File: src/rtl/pipe_scoreboard_ctrl.sv
// Hazard/interlock controller for a 5-stage in-order pipeline: scoreboard, forwarding, load-use stall, freeze, branch flush.
// Optional macro PIPE_SCB_PERF_CNT_EN adds saturating stall/freeze/flush performance counters.
module pipe_scoreboard_ctrl #(
    parameter int ADDR_W   = 5,
    parameter int NUM_REGS = 32,
    parameter int DEPTH    = 3,
    parameter int CNT_W    = 32
) (
    input  logic              clk,
    input  logic              reset,
    input  logic              id_valid,
    input  logic [ADDR_W-1:0] id_rs,
    input  logic [ADDR_W-1:0] id_rt,
    input  logic              id_uses_rs,
    input  logic              id_uses_rt,
    input  logic              id_reg_write,
    input  logic [ADDR_W-1:0] id_rd,
    input  logic              id_mem_read,
    input  logic              ex_branch_taken,
    input  logic              ext_stall,
`ifdef PIPE_SCB_PERF_CNT_EN
    output logic [CNT_W-1:0]  stall_cnt,
    output logic [CNT_W-1:0]  freeze_cnt,
    output logic [CNT_W-1:0]  flush_cnt,
`endif
    output logic              issue,
    output logic              stall,
    output logic              flush_if_id,
    output logic              flush_id_ex,
    output logic [1:0]        fwd_a_sel,
    output logic [1:0]        fwd_b_sel
);

    typedef struct packed {
        logic              v;
        logic [ADDR_W-1:0] rd;
        logic              ld;
    } entry_t;

    entry_t            sb_reg [DEPTH];
    logic [DEPTH-1:0]  match_a;
    logic [DEPTH-1:0]  match_b;
    logic              lu_stall;

    generate
        if (NUM_REGS != (1 << ADDR_W) || DEPTH < 2 || CNT_W < 1) begin : g_bad_cfg
            $error("pipe_scoreboard_ctrl: illegal parameter combination");
        end
    endgenerate

    // Entry 0 is the instruction in EX; higher indices are older instructions.
    always_ff @(posedge clk or negedge reset) begin
        if (!reset) begin
            for (int k = 0; k < DEPTH; k++) begin
                sb_reg[k] <= '0;
            end
        end else if (!ext_stall) begin
            sb_reg[0].v  <= issue && id_reg_write && (id_rd != '0);
            sb_reg[0].rd <= id_rd;
            sb_reg[0].ld <= id_mem_read;
            for (int k = 1; k < DEPTH; k++) begin
                sb_reg[k] <= sb_reg[k-1];
            end
        end
    end

    generate
        for (genvar gi = 0; gi < DEPTH; gi++) begin : g_match
            assign match_a[gi] = sb_reg[gi].v && (sb_reg[gi].rd == id_rs) && id_uses_rs && (id_rs != '0);
            assign match_b[gi] = sb_reg[gi].v && (sb_reg[gi].rd == id_rt) && id_uses_rt && (id_rt != '0);
        end
    endgenerate

    assign lu_stall = (match_a[0] || match_b[0]) && sb_reg[0].ld;

    // Walk from oldest to youngest so the youngest (lowest k) producer wins.
    always_comb begin
        fwd_a_sel = 2'd0;
        fwd_b_sel = 2'd0;
        for (int k = DEPTH - 1; k >= 0; k--) begin
            if (match_a[k]) begin
                fwd_a_sel = (k == 0) ? (sb_reg[0].ld ? 2'd0 : 2'd1) : ((k == 1) ? 2'd2 : 2'd0);
            end
            if (match_b[k]) begin
                fwd_b_sel = (k == 0) ? (sb_reg[0].ld ? 2'd0 : 2'd1) : ((k == 1) ? 2'd2 : 2'd0);
            end
        end
    end

    always_comb begin
        issue       = 1'b0;
        stall       = 1'b0;
        flush_if_id = 1'b0;
        flush_id_ex = 1'b0;
        if (ext_stall) begin
            // Branch stays in EX while frozen, so its flush simply waits.
            stall = 1'b1;
        end else if (ex_branch_taken) begin
            flush_if_id = 1'b1;
            flush_id_ex = 1'b1;
        end else if (lu_stall) begin
            stall       = 1'b1;
            flush_id_ex = 1'b1;
        end else begin
            issue = id_valid;
        end
    end

`ifdef PIPE_SCB_PERF_CNT_EN
    // flush_cnt counts branch-flush cycles (both pipeline registers squashed).
    always_ff @(posedge clk or negedge reset) begin
        if (!reset) begin
            stall_cnt  <= '0;
            freeze_cnt <= '0;
            flush_cnt  <= '0;
        end else begin
            if (lu_stall && !ext_stall && stall_cnt != '1) begin
                stall_cnt <= stall_cnt + 1'b1;
            end
            if (ext_stall && freeze_cnt != '1) begin
                freeze_cnt <= freeze_cnt + 1'b1;
            end
            if (flush_if_id && flush_cnt != '1) begin
                flush_cnt <= flush_cnt + 1'b1;
            end
        end
    end
`endif

endmodule

File: config.mk
export PLATFORM = sky130hd
export DESIGN_NAME = pipe_scoreboard_ctrl
export DESIGN_NICKNAME = d
export VERILOG_FILES = /design/src/rtl/pipe_scoreboard_ctrl.sv
export SDC_FILE = /design/constraint.sdc
export NUM_CORES = 1
export LEC_CHECK = 0
export CORE_MARGIN = 1
export CORE_UTILIZATION = 40
export DETAILED_ROUTE_END_ITERATION = 10
export PLACE_DENSITY = 0.86
export SETUP_SLACK_MARGIN = 0.5
export SLEW_MARGIN = 40
export SYNTH_ARGS = -nofsm -noshare
export SYNTH_HDL_FRONTEND = slang
export SYNTH_SLANG_ARGS = --single-unit
File: constraint.sdc
create_clock -name clk -period 2.15 [get_ports clk]
set_input_delay 0.215 -clock clk [delete_from_list [all_inputs] [get_ports clk]]
set_output_delay 0.215 -clock clk [all_outputs]
set_load 0.005 [all_outputs]
Word level (Yosys, flattened, before mapping)

Index checks and enable logic that the tools add are counted.

Register bits after elaboration: 13
Input bits: 24
Output and inout port bits: 8
Word-level logic and storage cells: 43

Eq/ne operators: 4
Mux-type cells: 15
Reduce and logical (&&, ||, !) cells: 19

Operators by type and width:

| kind              | count |
|---|---|
| $eq 5x5->1        | 4 |
| $logic_and 1x1->1 | 15 |
| $reduce_bool 5->1 | 3 |
| $mux 1            | 11 |
| $mux 2            | 4 |
| $logic_or 1x1->1  | 1 |

Logic depth before layout (Yosys ltp)

Gate-level depths: netlist of run 1.

Word-level depth: 11
Gate-level depth with buffers: 5
Gate-level depth less buffers: 5

Worst setup path after synthesis of run 1

No wires, ideal clock.

Kind: input -> output
Start point: input port id_rt[1]
End point: output port issue
Data arrival time: 1.358 ns
Required time: 1.935 ns
Path slack: 0.577 ns
Stages: 5
Path buffers: 0
Path through: or4_4 > o21ai_4 > nor3_2 > o21ai_2 > and4b_1

Word-level cells in the longest chain between the ends: 9
Elaborated cells on any way between the ends: 10
Classes of those cells: eq/ne: 1; mux: 3; reduce/logical: 6

RTL lines:

| element                        | RTL line | source |
|---|---|---|
| from (decl)                    | 13       | `input logic [ADDR_W-1:0] id_rt,` |
| $eq 5x5->1                     | 70       | `assign match_b[gi] = sb_reg[gi].v && (sb_reg[gi].rd == id_rt) && id_uses_rt && (id_rt != '0);` |
| $logic_and 1x1->1 (2 in a row) | 70       |  |
| $logic_and 1x1->1 *            | 70       |  |
| $logic_or 1x1->1 *             | 74       | `assign lu_stall = (match_a[0] \|\| match_b[0]) && sb_reg[0].ld;` |
| $logic_and 1x1->1 *            | 74       |  |
| $mux 1 *                       | 101      | `end else if (lu_stall) begin` |
| $mux 1 *                       | 98       | `end else if (ex_branch_taken) begin` |
| $mux 1 *                       | 95       | `if (ext_stall) begin` |
| to (decl)                      | 26       | `output logic issue,` |

Mark *: on every way between the ends. The rest lies on a longest branch, timed or not.

Worst setup path after layout of run 1

Start point: register sb_reg[19] in the netlist's numbering
End point: output port stall

Word-level cells in the longest chain between the ends: 9
Elaborated cells on any way between the ends: 13
Classes of those cells: eq/ne: 2; mux: 3; reduce/logical: 8

RTL lines:

| element                                           | RTL line | source |
|---|---|---|
| from (decl)                                       | 40       | `entry_t sb_reg [DEPTH];` |
| from (signal, indexed assignment)                 | 62       | `sb_reg[k] <= sb_reg[k-1];` |
| $eq 5x5->1 (on tied branches)                     | 69, 70   |  |
| $logic_and 1x1->1 (on tied branches) (3 in a row) | 69, 70   |  |
| $logic_or 1x1->1 *                                | 74       |  |
| $logic_and 1x1->1 *                               | 74       |  |
| $mux 1 *                                          | 101      |  |
| $mux 1 *                                          | 98       |  |
| $mux 1 *                                          | 95       |  |
| to (decl)                                         | 27       | `output logic stall,` |

Marks and branches as above.

==> results of run 1 <==
-- logic make-up (layout without fill, tap and decap cells) --
group	after synthesis	count (layout)	share of synthesized area (%)
xor+xnor	20	20	21.0
flops	13	13	38.9
mux	12	12	16.2
simple gates	20	20	15.4
buf+inv	3	66	1.35
compound gates	7	7	7.19
-- where the power goes --
part	switching, uW	internal, uW	leakage [uW]	total (uW)
clock	74.8	71.9	0.0000150	147
combinational	89.1	142	0.000475	231
sequential	37.1	274	0.000151	311
-- metrics by stage --
stage | total power, uW | setup slack [ns] | TNS (ns) | cell area [um2]
4_1_cts | 667 | 0.00256 | 0 | 1420
6_report | 689 | 0.0149 | 0 | 1500
5_1_grt | 732 | -0.0886 | -0.216 | 1500
3_5_place_dp | 511 | -0.374 | -1.70 | 1300
2_1_floorplan | 399 | 0.577 | 0 | 836
3_3_place_gp | 499 | -0.368 | -1.54 | 1300
-- per-layer routing --
layer  wire length [um]  GRT usage [%]  vias to the layer above
met5                  0              0                        -
met4                 51           16.1                        0
met3                 93           4.91                        6
met2               1330           39.5                       30
met1               1010           27.7                      409
li1                   -              -                      406
-- area by class of cell --
cell class	instances	share of cell area [%]
clock buffer	4	1.76
inverter	1	0.251
multi-input combinational	59	38.9
sequential	13	22.2
tap	27	2.26
timing repair buffer	61	34.7
-- worst max-delay path by stage --
stage                  to  slack (ns)  cells past startpoint
CTS                 stall       0.003                      8
global placement    issue       -0.37                      7
floorplan           issue        0.58                      5
finish              stall        0.01                      8
detailed placement  issue       -0.37                      7
global route        stall       -0.09                      8
-- timing repair --
action,4_1_cts,5_1_grt
setup endpoints to repair,8,9
hold buffers,0,0
resized for setup,41,18
setup buffers,11,2
pin swaps,17,15
cloned,0,0
-- Yosys cell counts --
master    number  area, um2
dfrtp_1       13        325
mux2_2        12        135
xnor2_1       12        105
xor2_1         8       70.1
nor4_1         4       25.0
nor3_1         3       15.0
clkbuf_1       2       7.51
nand2_1        2       7.51
nand3_1        2       10.0
nand4_1        2       12.5
o21ai_2        2       17.5
or4_1          2       15.0
a21oi_1        1       5.00
a22o_1         1       8.76
and4b_1        1       10.0
inv_1          1       3.75
nor2_1         1       3.75
nor3_2         1       10.0
nor4b_1        1       8.76
o21ai_0        1       5.00
o21ai_4        1       16.3
o21bai_1       1       7.51
or4_4          1       11.3
-- placed cells by master, fill, tap and decap left out, drive strengths merged --
cell type / instances
buf: 35
clkdlybuf4s50: 15
dfrtp: 13
mux2: 12
xnor2: 12
dlygate4sd2: 10
xor2: 8
clkbuf: 5
nor4: 4
o21ai: 4
nor3: 4
or4: 3
nand4: 2
nand2: 2
nand3: 2
inv: 1
and4b: 1
o21bai: 1
a21oi: 1
nor2: 1
nor4b: 1
a22o: 1
-- worst reg2reg max path: cells and delay by family (launching register included) --
kind,cells,cell delay (ns)
flip-flops,1,0.45
AND/OR/NAND/NOR,2,0.39
AO/OA/AOI/OAI,2,0.27
buffers and inverters,6,0.66
XOR/XNOR,1,0.18
==> impl_metrics.toml, run 1 <==
[status]
outcome = "complete, no violations"

[cells_and_area]
final_cells = 165
fillerInstances = 134
multiInputGateArea_um2 = 582
regArea_um2 = 332
insertedDiodeCount = 0
drive_gt1_share_pct = 52.2
syn_to_final_growth_pct = 79.0
fin_util_pct = 76.3
largest_reg_flops = 13
nets = 163

[floorplanning]
die_height_um = 47.7
fp.dieW_um = 47.7
num_rows = 16
ios = 32
dieArea_mm2 = 0.00228
start_util_pct = 42.6
core_area_mm2 = 0.00196

[cts]
clkTransAtPathRegs_ns = 0.07
clockRootBuffer = "clkbuf_4"
cts.path.max_buffers = 2
cts_tree = "done"
numCtsBuffers = 3
clock_sinks = 13
h-tree-depth = 1
clock_latency_ns = 0.27

[worst_hold_path]
holdCritPathClass = "input port to asynchronous set/reset pin"

[power]
p_leak_uw = 0.000641
vdd_drop_max_v = 0.000459
p_per_area_mw_per_mm2 = 461

[worst_setup_path]
reg2reg_from = "sb_reg[19]"
slowest_delay_ns = 0.45
crit_fanout = 4
crit_arrival_ns = 1.92
crit_required_ns = 1.93
cpLargestDelayFamily = "flip-flops"
reg2reg_to = "sb_reg[20]"
reg2regPathDepth = 11
cpMostUsedCell = "buf_6"
crit_chain = "xnor2_1 -> nand4_1 -> nor3_4 -> o21ai_2 -> buf_6 -> buf_6 -> o21bai_1 -> buf_2"
rrSetupSlack_ns = 0.09
path_buf_inv = 3
cp-start-kind = "flop"
critPathSlowestCell = "dfrtp_2"
endpoint_kind = "output pin"
critPathLaunch = "sb_reg[19]"
critical_path_class = "flop to output pin"

[synth]
ys_types = 23
ys_warn_count = 0
synth_seq_area_share_pct = 38.9
ys_ff_latch = 13
syn-num-nets = 99
synthCells = 75
postSynthAreaPerCell_um2 = 11.1
syn_area_um2 = 836

[timing]
setup_viol = 0
fin_crit_ns = 2.14
slew_violations = 0
post-route-period-util_pct = 99.3
timing.fmax_ghz = 0.468
holdWs_ns = 0.301
slew_headroom_pct = 62.4
worst_slew_pin_slew_ns = 0.562
finClkSkew_ns = 0.00126
rsz0062_at_grt = "yes"
finalHoldViolations = 0

[place]
placement.io_buffers = 31
dp_hpwl_um = 1830
gp_congestion = 0.869
placed_cells = 148

[global_route]
overflow = 0
grt_max_degree = 14
grt_pass1_vias = 838
grt.total_usage_pct = 23.9
grt_pass1_wl_um = 3590
antenna_found_initial = 0

[drt]
wirelength_um = 2490
wl_per_cell_um = 15.1
antenna_left = 0
viasPerCell = 5.16
route.detailed.drc = 0
dr_total_vias = 851
drtIter0Drc = 5
drt_first_pass_iters = 4

[run]
cap_violations = 0
Power figures use the tool's default switching activity.
==> inputs of run 2 (changes only) <==
Settings changed: CORE_UTILIZATION 40 to 29, PLACE_DENSITY 0.86 to unset.
==> run 2 against run 1 <==
- clock power hardly changed
- setup slack improved by 0.13 ns
- non-clock buffer count down 6
- die area grew 36%
- core utilization fell by 24 points
- clock skew fell by 0.00077 ns
- critical path depth shrank 1
- cell area down 4.1%
- wire length decreased by 14%
- clock-buffer cell count stayed put
==> impl_metrics.toml, run 2 (synthesis gave the netlist of run 1 again) <==
[worst_setup_path]
cp-start-kind = "flop"
crit_required_ns = 1.93
crit_chain = "xnor2_1 -> nand4_1 -> nor3_4 -> o21ai_2 -> buf_4 -> a21oi_2 -> buf_2"
critPathSlowestCell = "dfrtp_1"
reg2reg_to = "sb_reg[20]"
reg2regPathDepth = 6
critical_path_class = "flop to output pin"
crit_arrival_ns = 1.79
cpLargestDelayFamily = "simple AND/OR/NAND/NOR gates"
slowest_delay_ns = 0.44
rrSetupSlack_ns = 0.59
endpoint_kind = "output pin"
reg2reg_from = "sb_reg[15]"
crit_fanout = 4
path_buf_inv = 2

[power]
power.total_uw = 680
p_per_area_mw_per_mm2 = 474
vdd_drop_max_v = 0.000361
p_leak_uw = 0.000601

[drt]
wirelength_um = 2150
dr_total_vias = 770
viasPerCell = 4.72
drtIter0Drc = 13
route.detailed.drc = 0
drt_first_pass_iters = 3
antenna_left = 0
wl_per_cell_um = 13.2

[place]
gp_congestion = 0.738
place_area_mm2 = 0.00131
place_ws_ns = -0.368
placement.io_buffers = 31
dp_hpwl_um = 1780

[timing]
fin_crit_ns = 2.00
finalHoldViolations = 0
post-route-period-util_pct = 93.2
finClkSkew_ns = 0.000487
timing.fmax_ghz = 0.499
slew_violations = 0
rsz0062_at_grt = "yes"
fin_ws_ns = 0.145
worst_slew_pin_slew_ns = 0.589
setup_viol = 0
tns_ns = 0
slew_headroom_pct = 60.6
holdWs_ns = 0.311

[worst_hold_path]
holdCritPathClass = "input port to asynchronous set/reset pin"

[cells_and_area]
insertedDiodeCount = 0
nets = 157
final_cell_mix = "23 x buf_4, 16 x clkdlybuf4s50_1, 12 x mux2_2"
drive_gt1_share_pct = 48.5
mostFrequentLayoutCell = "buf_4"
fillerInstances = 265
syn_to_final_growth_pct = 71.7
final_cell_area_mm2 = 0.00144
largest_reg_flops = 13

[global_route]
grt_max_degree = 14
grt_pass1_vias = 839
antenna_found_initial = 0
grt_pass1_wl_um = 3700
overflow = 0
grt.total_usage_pct = 15.2

[cts]
clock_latency_ns = 0.27
cts_hold_buf = 0
cts.path.max_buffers = 2
cts_tree = "done"
clkTransAtPathRegs_ns = 0.08
clock_sinks = 13
h-tree-depth = 1
clockRootBuffer = "clkbuf_4"
numCtsBuffers = 3

[floorplanning]
dieArea_mm2 = 0.00310
die_height_um = 55.7
start_util_pct = 30.6
fp.dieW_um = 55.7
core_area_mm2 = 0.00273
ios = 32
num_rows = 19

[status]
outcome = "complete, no violations"

[run]
cap_violations = 0
run 2: cell count changes in the layout (fill, tap and decap cells not counted), sizes merged:
cell / before / now
clkbuf: 5 / 4
buf: 35 / 29
clkdlybuf4s50: 15 / 16
dlygate4sd2: 10 / 4
clkdlybuf4s15: 0 / 6
run 2: metal layers:
metal,vias up,track usage [%],wire [um]
met4,0,5.00,25
met5,-,0,0
li1,388,-,-
met3,5,3.26,88
met2,19,26.7,1040
met1,358,18.4,990
run 2: how the worst max path moves through the flow:
stage	start	endpoint	slack (ns)	cells after the start
2_1_floorplan	id_rt[1]	issue	0.58	5
5_1_grt	sb_reg[15]	stall	0.03	7
3_5_place_dp	id_rs[0]	flush_id_ex	-0.37	9
3_3_place_gp	id_rt[3]	flush_id_ex	-0.33	9
6_report	sb_reg[15]	flush_id_ex	0.15	7
4_1_cts	sb_reg[18]	stall	0.18	7
run 2: cell type report:
type	instances	area, um2	area share [%]
multi-input combinational	59	572	39.8
sequential	13	329	22.9
timing repair buffer	55	465	32.4
clock buffer	4	26.3	1.83
tap	31	38.8	2.70
inverter	1	3.75	0.262
run 2: power breakdown:
part           internal (uW)  switching (uW)
combinational            140            79.7
clock                   71.9            77.1
sequential               273            37.9
run 2: per-stage QoR:
step,cells,util [%]
global placement,153,48.0
detailed placement,153,48.0
finish,163,52.5
CTS,160,50.5
global route,163,52.5
floorplan,75,-
run 2: timing repair:
action,in CTS,in global routing
setup endpoints to repair,7,8
resized for setup,47,6
setup buffers,3,3
endpoints found under the hold margin,0,0
cloned,0,0
pin swaps,19,3
